$ cat src/rtl/matrix_pkg.sv
// Types and constants shared by the matrix operand fetcher and its consumer.
// The enum holds the fetch FSM states. The helper linearises a 2-D index into a row-major offset.
package matrix_pkg;

    localparam int DIM    = 32;
    localparam int ELEM_W = 8;

    typedef logic [DIM-1:0][ELEM_W-1:0] elem_vec_t;
    typedef logic [5:0]                 idx_t;

    typedef enum logic [1:0] {
        S_IDLE,
        S_ISSUE,
        S_DRAIN,
        S_DONE
    } fetch_state_e;

    // Row-major offset of element (major, minor) in a dim x dim matrix.
    function automatic int unsigned lin_index(input int unsigned major,
                                              input int unsigned minor,
                                              input int unsigned dim);
        return major * dim + minor;
    endfunction

endpackage

$ cat src/rtl/read_tag_pipe.sv
// Valid+tag delay line that mirrors the BRAM read latency.
// Each issued read's element index emerges from the line on the cycle its data arrives.
module read_tag_pipe #(
    parameter int DEPTH = 2,
    parameter int TAG_W = 5
) (
    input  logic             clk_i,
    input  logic             rst_i,
    input  logic             flush_i,
    input  logic             valid_i,
    input  logic [TAG_W-1:0] tag_i,
    output logic             valid_o,
    output logic [TAG_W-1:0] tag_o,
    output logic             empty_next_o
);

    localparam logic [DEPTH-1:0] LAST_BIT = DEPTH'(1) << (DEPTH - 1);

    logic [DEPTH-1:0]            valid_q;
    logic [DEPTH-1:0][TAG_W-1:0] tag_q;

    always_ff @(posedge clk_i or posedge rst_i) begin
        if (rst_i) begin
            valid_q <= '0;
            tag_q   <= '0;
        end else if (flush_i) begin
            valid_q <= '0;
        end else begin
            valid_q[0] <= valid_i;
            tag_q[0]   <= tag_i;
            for (int i = 1; i < DEPTH; i++) begin
                valid_q[i] <= valid_q[i-1];
                tag_q[i]   <= tag_q[i-1];
            end
        end
    end

    assign valid_o = valid_q[DEPTH-1];
    assign tag_o   = tag_q[DEPTH-1];

    // After the next edge nothing will be in flight: only the output slot may hold a valid entry now.
    assign empty_next_o = !valid_i && ((valid_q & ~LAST_BIT) == '0);

endmodule

$ cat src/rtl/matrix_fetch.sv
// Fetches row r of A and column c of B from two row-major byte BRAMs.
// Each fetch issues one address pair per cycle and presents both vectors with a one-cycle valid pulse.
module matrix_fetch
    import matrix_pkg::*;
#(
    parameter int DIM          = 32,
    parameter int ADDR_W       = 10,
    parameter int READ_LATENCY = 2
) (
    input  logic                   clk_in,
    input  logic                   rst_in,
    input  logic                   new_request,
    input  idx_t                   row_req,
    input  idx_t                   col_req,
    output logic [ADDR_W-1:0]      a_addr,
    input  logic [7:0]             a_data,
    output logic [ADDR_W-1:0]      b_addr,
    input  logic [7:0]             b_data,
    output logic [DIM-1:0][7:0]    matA_row,
    output logic [DIM-1:0][7:0]    matB_col,
    output idx_t                   row_in,
    output idx_t                   col_in,
    output logic                   val_rows,
    output logic                   busy,
    output logic                   req_err
);

    localparam int               TAG_W  = $clog2(DIM);
    localparam logic [TAG_W-1:0] LAST_K = TAG_W'(DIM - 1);

    fetch_state_e       state_q;
    logic [TAG_W-1:0]   k_q;
    idx_t               row_q, col_q;
    logic [ADDR_W-1:0]  a_addr_q, b_addr_q;
    logic               val_q, busy_q, err_q;

    logic [DIM-1:0][7:0] mat_a_q, mat_b_q;
    idx_t                row_in_q, col_in_q;

    logic [TAG_W-1:0]   k_next_d;
    logic [ADDR_W-1:0]  a_addr_d, b_addr_d;
    logic               req_ok_d;

    logic               cap_valid;
    logic [TAG_W-1:0]   cap_tag;
    logic               pipe_empty_next;

    assign req_ok_d = (32'(row_req) < DIM) && (32'(col_req) < DIM);

    // Addresses are registered one step ahead, so the address for k is on the bus while k_q == k.
    always_comb begin
        k_next_d = k_q + 1'b1;
        if (state_q == S_ISSUE) begin
            a_addr_d = ADDR_W'(lin_index(32'(row_q), 32'(k_next_d), DIM));
            b_addr_d = ADDR_W'(lin_index(32'(k_next_d), 32'(col_q), DIM));
        end else begin
            a_addr_d = ADDR_W'(lin_index(32'(row_req), 32'd0, DIM));
            b_addr_d = ADDR_W'(lin_index(32'd0, 32'(col_req), DIM));
        end
    end

    always_ff @(posedge clk_in or posedge rst_in) begin
        if (rst_in) begin
            state_q  <= S_IDLE;
            k_q      <= '0;
            row_q    <= '0;
            col_q    <= '0;
            a_addr_q <= '0;
            b_addr_q <= '0;
            val_q    <= 1'b0;
            busy_q   <= 1'b0;
            err_q    <= 1'b0;
        end else begin
            val_q <= 1'b0;
            err_q <= 1'b0;
            case (state_q)
                S_IDLE, S_DONE: begin
                    state_q <= S_IDLE;
                    busy_q  <= 1'b0;
                    if (new_request) begin
                        if (req_ok_d) begin
                            row_q    <= row_req;
                            col_q    <= col_req;
                            k_q      <= '0;
                            a_addr_q <= a_addr_d;
                            b_addr_q <= b_addr_d;
                            busy_q   <= 1'b1;
                            state_q  <= S_ISSUE;
                        end else begin
                            err_q <= 1'b1;
                        end
                    end
                end
                S_ISSUE: begin
                    if (k_q == LAST_K) begin
                        state_q <= S_DRAIN;
                    end else begin
                        k_q      <= k_next_d;
                        a_addr_q <= a_addr_d;
                        b_addr_q <= b_addr_d;
                    end
                end
                S_DRAIN: begin
                    if (pipe_empty_next) begin
                        state_q <= S_DONE;
                        val_q   <= 1'b1;
                        busy_q  <= 1'b0;
                    end
                end
                default: state_q <= S_IDLE;
            endcase
        end
    end

    read_tag_pipe #(
        .DEPTH (READ_LATENCY),
        .TAG_W (TAG_W)
    ) u_tag_pipe (
        .clk_i        (clk_in),
        .rst_i        (rst_in),
        .flush_i      (state_q == S_IDLE),
        .valid_i      (state_q == S_ISSUE),
        .tag_i        (k_q),
        .valid_o      (cap_valid),
        .tag_o        (cap_tag),
        .empty_next_o (pipe_empty_next)
    );

    // The echoed indices switch over together with element 0, so old results stay coherent until then.
    always_ff @(posedge clk_in or posedge rst_in) begin
        if (rst_in) begin
            mat_a_q  <= '0;
            mat_b_q  <= '0;
            row_in_q <= '0;
            col_in_q <= '0;
        end else if (cap_valid) begin
            mat_a_q[cap_tag] <= a_data;
            mat_b_q[cap_tag] <= b_data;
            if (cap_tag == '0) begin
                row_in_q <= row_q;
                col_in_q <= col_q;
            end
        end
    end

    assign a_addr   = a_addr_q;
    assign b_addr   = b_addr_q;
    assign matA_row = mat_a_q;
    assign matB_col = mat_b_q;
    assign row_in   = row_in_q;
    assign col_in   = col_in_q;
    assign val_rows = val_q;
    assign busy     = busy_q;
    assign req_err  = err_q;

endmodule

$ cat config.mk
export PLATFORM = sky130hd
export DESIGN_NAME = matrix_fetch
export DESIGN_NICKNAME = d
export VERILOG_FILES = /design/src/rtl/matrix_pkg.sv /design/src/rtl/read_tag_pipe.sv /design/src/rtl/matrix_fetch.sv
export SDC_FILE = /design/constraint.sdc
export NUM_CORES = 1
export LEC_CHECK = 0
export BUFFER_PORTS_ARGS = -buffer_cell sky130_fd_sc_hd__buf_2
export CAP_MARGIN = 20
export CORE_AREA = 2 2 226 228
export DETAILED_ROUTE_END_ITERATION = 16
export DIE_AREA = 0 0 228 230
export PLACE_DENSITY = 0.68
export SLEW_MARGIN = 5
export SYNTH_ARGS = -nofsm -noshare
export SYNTH_HDL_FRONTEND = slang
export SYNTH_SLANG_ARGS = --single-unit
$ cat constraint.sdc
create_clock -name clk_in -period 28.7 [get_ports clk_in]
set_input_delay 7.175 -clock clk_in [delete_from_list [all_inputs] [get_ports clk_in]]
set_output_delay 7.175 -clock clk_in [all_outputs]
set_load 0.02 [all_outputs]
==> results.yml <==
run_status:
  status: "finished, final reports clean"
setup_path:
  crit_path_end_kind: "asynchronous set/reset pin"
  worstSetupPathType: "in2async"
  regToRegSetupSlack_ns: 26.00
  required_ns: 29.30
  crit_buf_inv: 5
  crit_chain: "buf_2 -> inv_8 -> buf_4 -> buf_4 -> buf_4"
  crit_slowest_cell: "buf_4"
  slowest_delay_ns: 0.85
  cp_max_fo: 147
  cp_top_family: "buffers and inverters"
  crit_top_cell: "buf_4"
  cp_data_arrival_time_ns: 10.66
  start_kind: "input pin"
synth:
  synth_warnings: 0
  syn_area_per_cell_um2: 16.0
  synth_cell_types: 41
  synth_area_um2: 21900
  synth_seq_cells: 573
  yosysSeqAreaShare_pct: 65.4
  synth_nets: 1410
  synth-edff-count: 0
  synth-async-reset-ratio_pct: 100
  synthCells: 1372
  synth-main-ff-cell: "dfrtp_1"
pwr:
  power.density_nw_per_um2: 77.0
  ir_worst_vdd_uv: 72.8
  p_leak_uw: 0.0142
clock_network:
  tritoncts: "yes"
  clk_latency_ns: 0.60
  clock_sinks: 573
  numCtsBuffers: 59
  ctsHtreeMaxLevel: 2
  cts_resized: 0
  root_buffer: "clkbuf_16"
  clockBufferDepth: 3
  holdBufCountCts: 0
  clk_pin_slew_ns: 0.06
  cts_setup_buffers: 0
layout:
  nFillCells: 4210
  antenna_cells: 0
  multi_input_area_um2: 7120
  finalNetCount: 1971
  stdcell_count: 2649
  synthToLayoutAreaGrowth_pct: 25.1
  regArea_um2: 14300
  drive_gt1_share_pct: 63.7
  fin_area_um2: 27400
route:
  detail_route.wl_per_cell_um: 24.5
  drcViolationCount: 0
  drt-total-wl_um: 64800
  drt_iter0_drc: 579
  via_count: 13800
  ant_nets: 0
  drt-pass1-iter-count: 4
  viasPerCell: 5.19
placement:
  placed_cells: 2541
  place_area_um2: 25400
  portBuffers: 577
  routabilityCongestion: 0.802
  post-place-ws_ns: 17.83
  dp_hpwl_um: 44000
timing:
  fin_crit_sh_pct: 35.0
  report.final.hold_viol_count: 0
  tightest_slew_ns: 1.11
  setup_viol: 0
  grt_setup_unrepaired: "false"
  clock_skew_ns: 0.00609
  slew-limit-headroom_pct: 25.5
  fmax_mhz: 99.5
  fin_tns_setup_ns: 0
  postLayoutSetupSlackWorst_ns: 18.65
  post-route-min-period_ns: 10.05
  hold_slack_ns: 0.485
  finalMaxSlewViolations: 0
global_routing:
  grt_pass1_vias: 14300
  grt_start_max_net_pins: 148
  track_usage_pct: 24.5
  grt_pass1_wl_um: 96100
  grt_overflow: 0
  antenna_found_initial: 1
floorplan:
  die_h_um: 230
  core_um2: 49900
  ios: 578
  start_util_pct: 43.9
  die-area_um2: 52400
  row_count: 82
  dieWidth_um: 228
hold_path:
  hp-class: "reg2reg"
job:
  drv_cap: 0
## power by group
group,internal (µW),total (µW),switching (µW)
registers,899,952,53.4
logic,151,405,254
clock network,442,755,313
total,1490,2110,620
## layer usage
metal | vias to the layer above | part of all wire, % | global-route usage (%)
met2 | 427 | 50 | 41.6
met3 | 105 | 6.3 | 6.19
met4 | 0 | 3.0 | 8.33
met5 | - | 0 | 0
met1 | 7280 | 41 | 30.7
li1 | 5944 | - | -
## cell type report
class	count	area share, %
timing repair buffer	604	11.5
tap	672	3.07
multi-input combinational	688	26.0
sequential	573	52.3
inverter	7	0.123
clock buffer	82	6.10
clock inverter	23	0.881
## cells in the final DEF, fill, tap and decap left out, drive strengths merged, types with 10 or more instances in the layout
cell,count
buf,604
clkbuf,82
o21ai,19
nand2,34
clkinv,13
mux2,544
mux2i,12
dfrtp,573
nor2,19
inv,10
## synthesized netlist by cell type, types with 2 or more instances
cell type	n	area, µm²
dfrtp_1	573	14300
mux2_2	534	6010
clkbuf_1	72	270
nand2_1	34	128
buf_2	22	110
o21ai_0	19	95.1
nor2_1	18	67.6
mux2i_1	12	120
mux2_4	10	150
ha_1	7	87.6
inv_1	7	26.3
nor2b_1	6	37.5
a21oi_1	5	25.0
buf_6	5	56.3
nand2b_1	4	25.0
nand3_1	4	20.0
nor3_1	4	20.0
a22o_1	3	26.3
buf_1	3	11.3
nand4_1	3	18.8
nor3_2	3	30.0
xnor2_1	3	26.3
nor4_2	2	25.0
xor2_1	2	17.5
## state kept, by name (all words and copies together) (netlist names), 2 cells and up
signal              cells
u_tag_pipe.tag_o        5
b_addr                 10
u_tag_pipe.valid_q      2
row_q                   6
col_in                  6
matA_row              256
a_addr                  6
matB_col              256
k_q                     4
row_in                  6
col_q                   6
u_tag_pipe.tag_q        5
state_q                 2
## worst paths after layout
path                                            startpoint                         endpoint  cells past startpoint
hold reg to reg            u_tag_pipe.tag_q[0]$_DFFE_PP0N_  u_tag_pipe.tag_q[0]$_DFFE_PP0N_                      2
min in group asynchronous                           rst_in         matB_col[12]$_DFFE_PP0P_                      2
setup reg to reg           u_tag_pipe.tag_o[3]$_DFFE_PP0N_        matA_row[243]$_DFFE_PP0P_                      4
setup / recovery                                    rst_in        matB_col[180]$_DFFE_PP0P_                      5
max in group clk_in                     k_q[2]$_DFFE_PP0P_                        a_addr[2]                      1
hold / removal             u_tag_pipe.tag_q[0]$_DFFE_PP0N_  u_tag_pipe.tag_q[0]$_DFFE_PP0N_                      2
## worst register-to-register path, stage by stage (launching register included)
cell and delay, ns:
dfrtp_1 0.62, nor2b_1 0.41, nand3_1 0.22, nor2_2 0.89, mux2_2 0.45
## cells by family (layout without fill, tap and decap cells)
logic type                 after synthesis  after routing  share of synthesized area [%]
DFF                                    573            573                           65.4
muxes                                  556            556                           28.7
buffers and inverters                  111            716                           2.29
and+or+nand+nor                         88             88                           2.12
AOI/OAI and AO/OA                       32             32                          0.862
adders and majority gates                7              7                          0.400
xor gates and xnor gates                 5              5                          0.200
## through the flow
step,utilization (%),total power (µW)
after floorplan,-,1220
after global placement,50.9,1360
after detailed placement,51.0,1370
after CTS,54.9,2130
after global routing,55.0,2200
final,55.0,2110
Power figures use the tool's default switching activity.
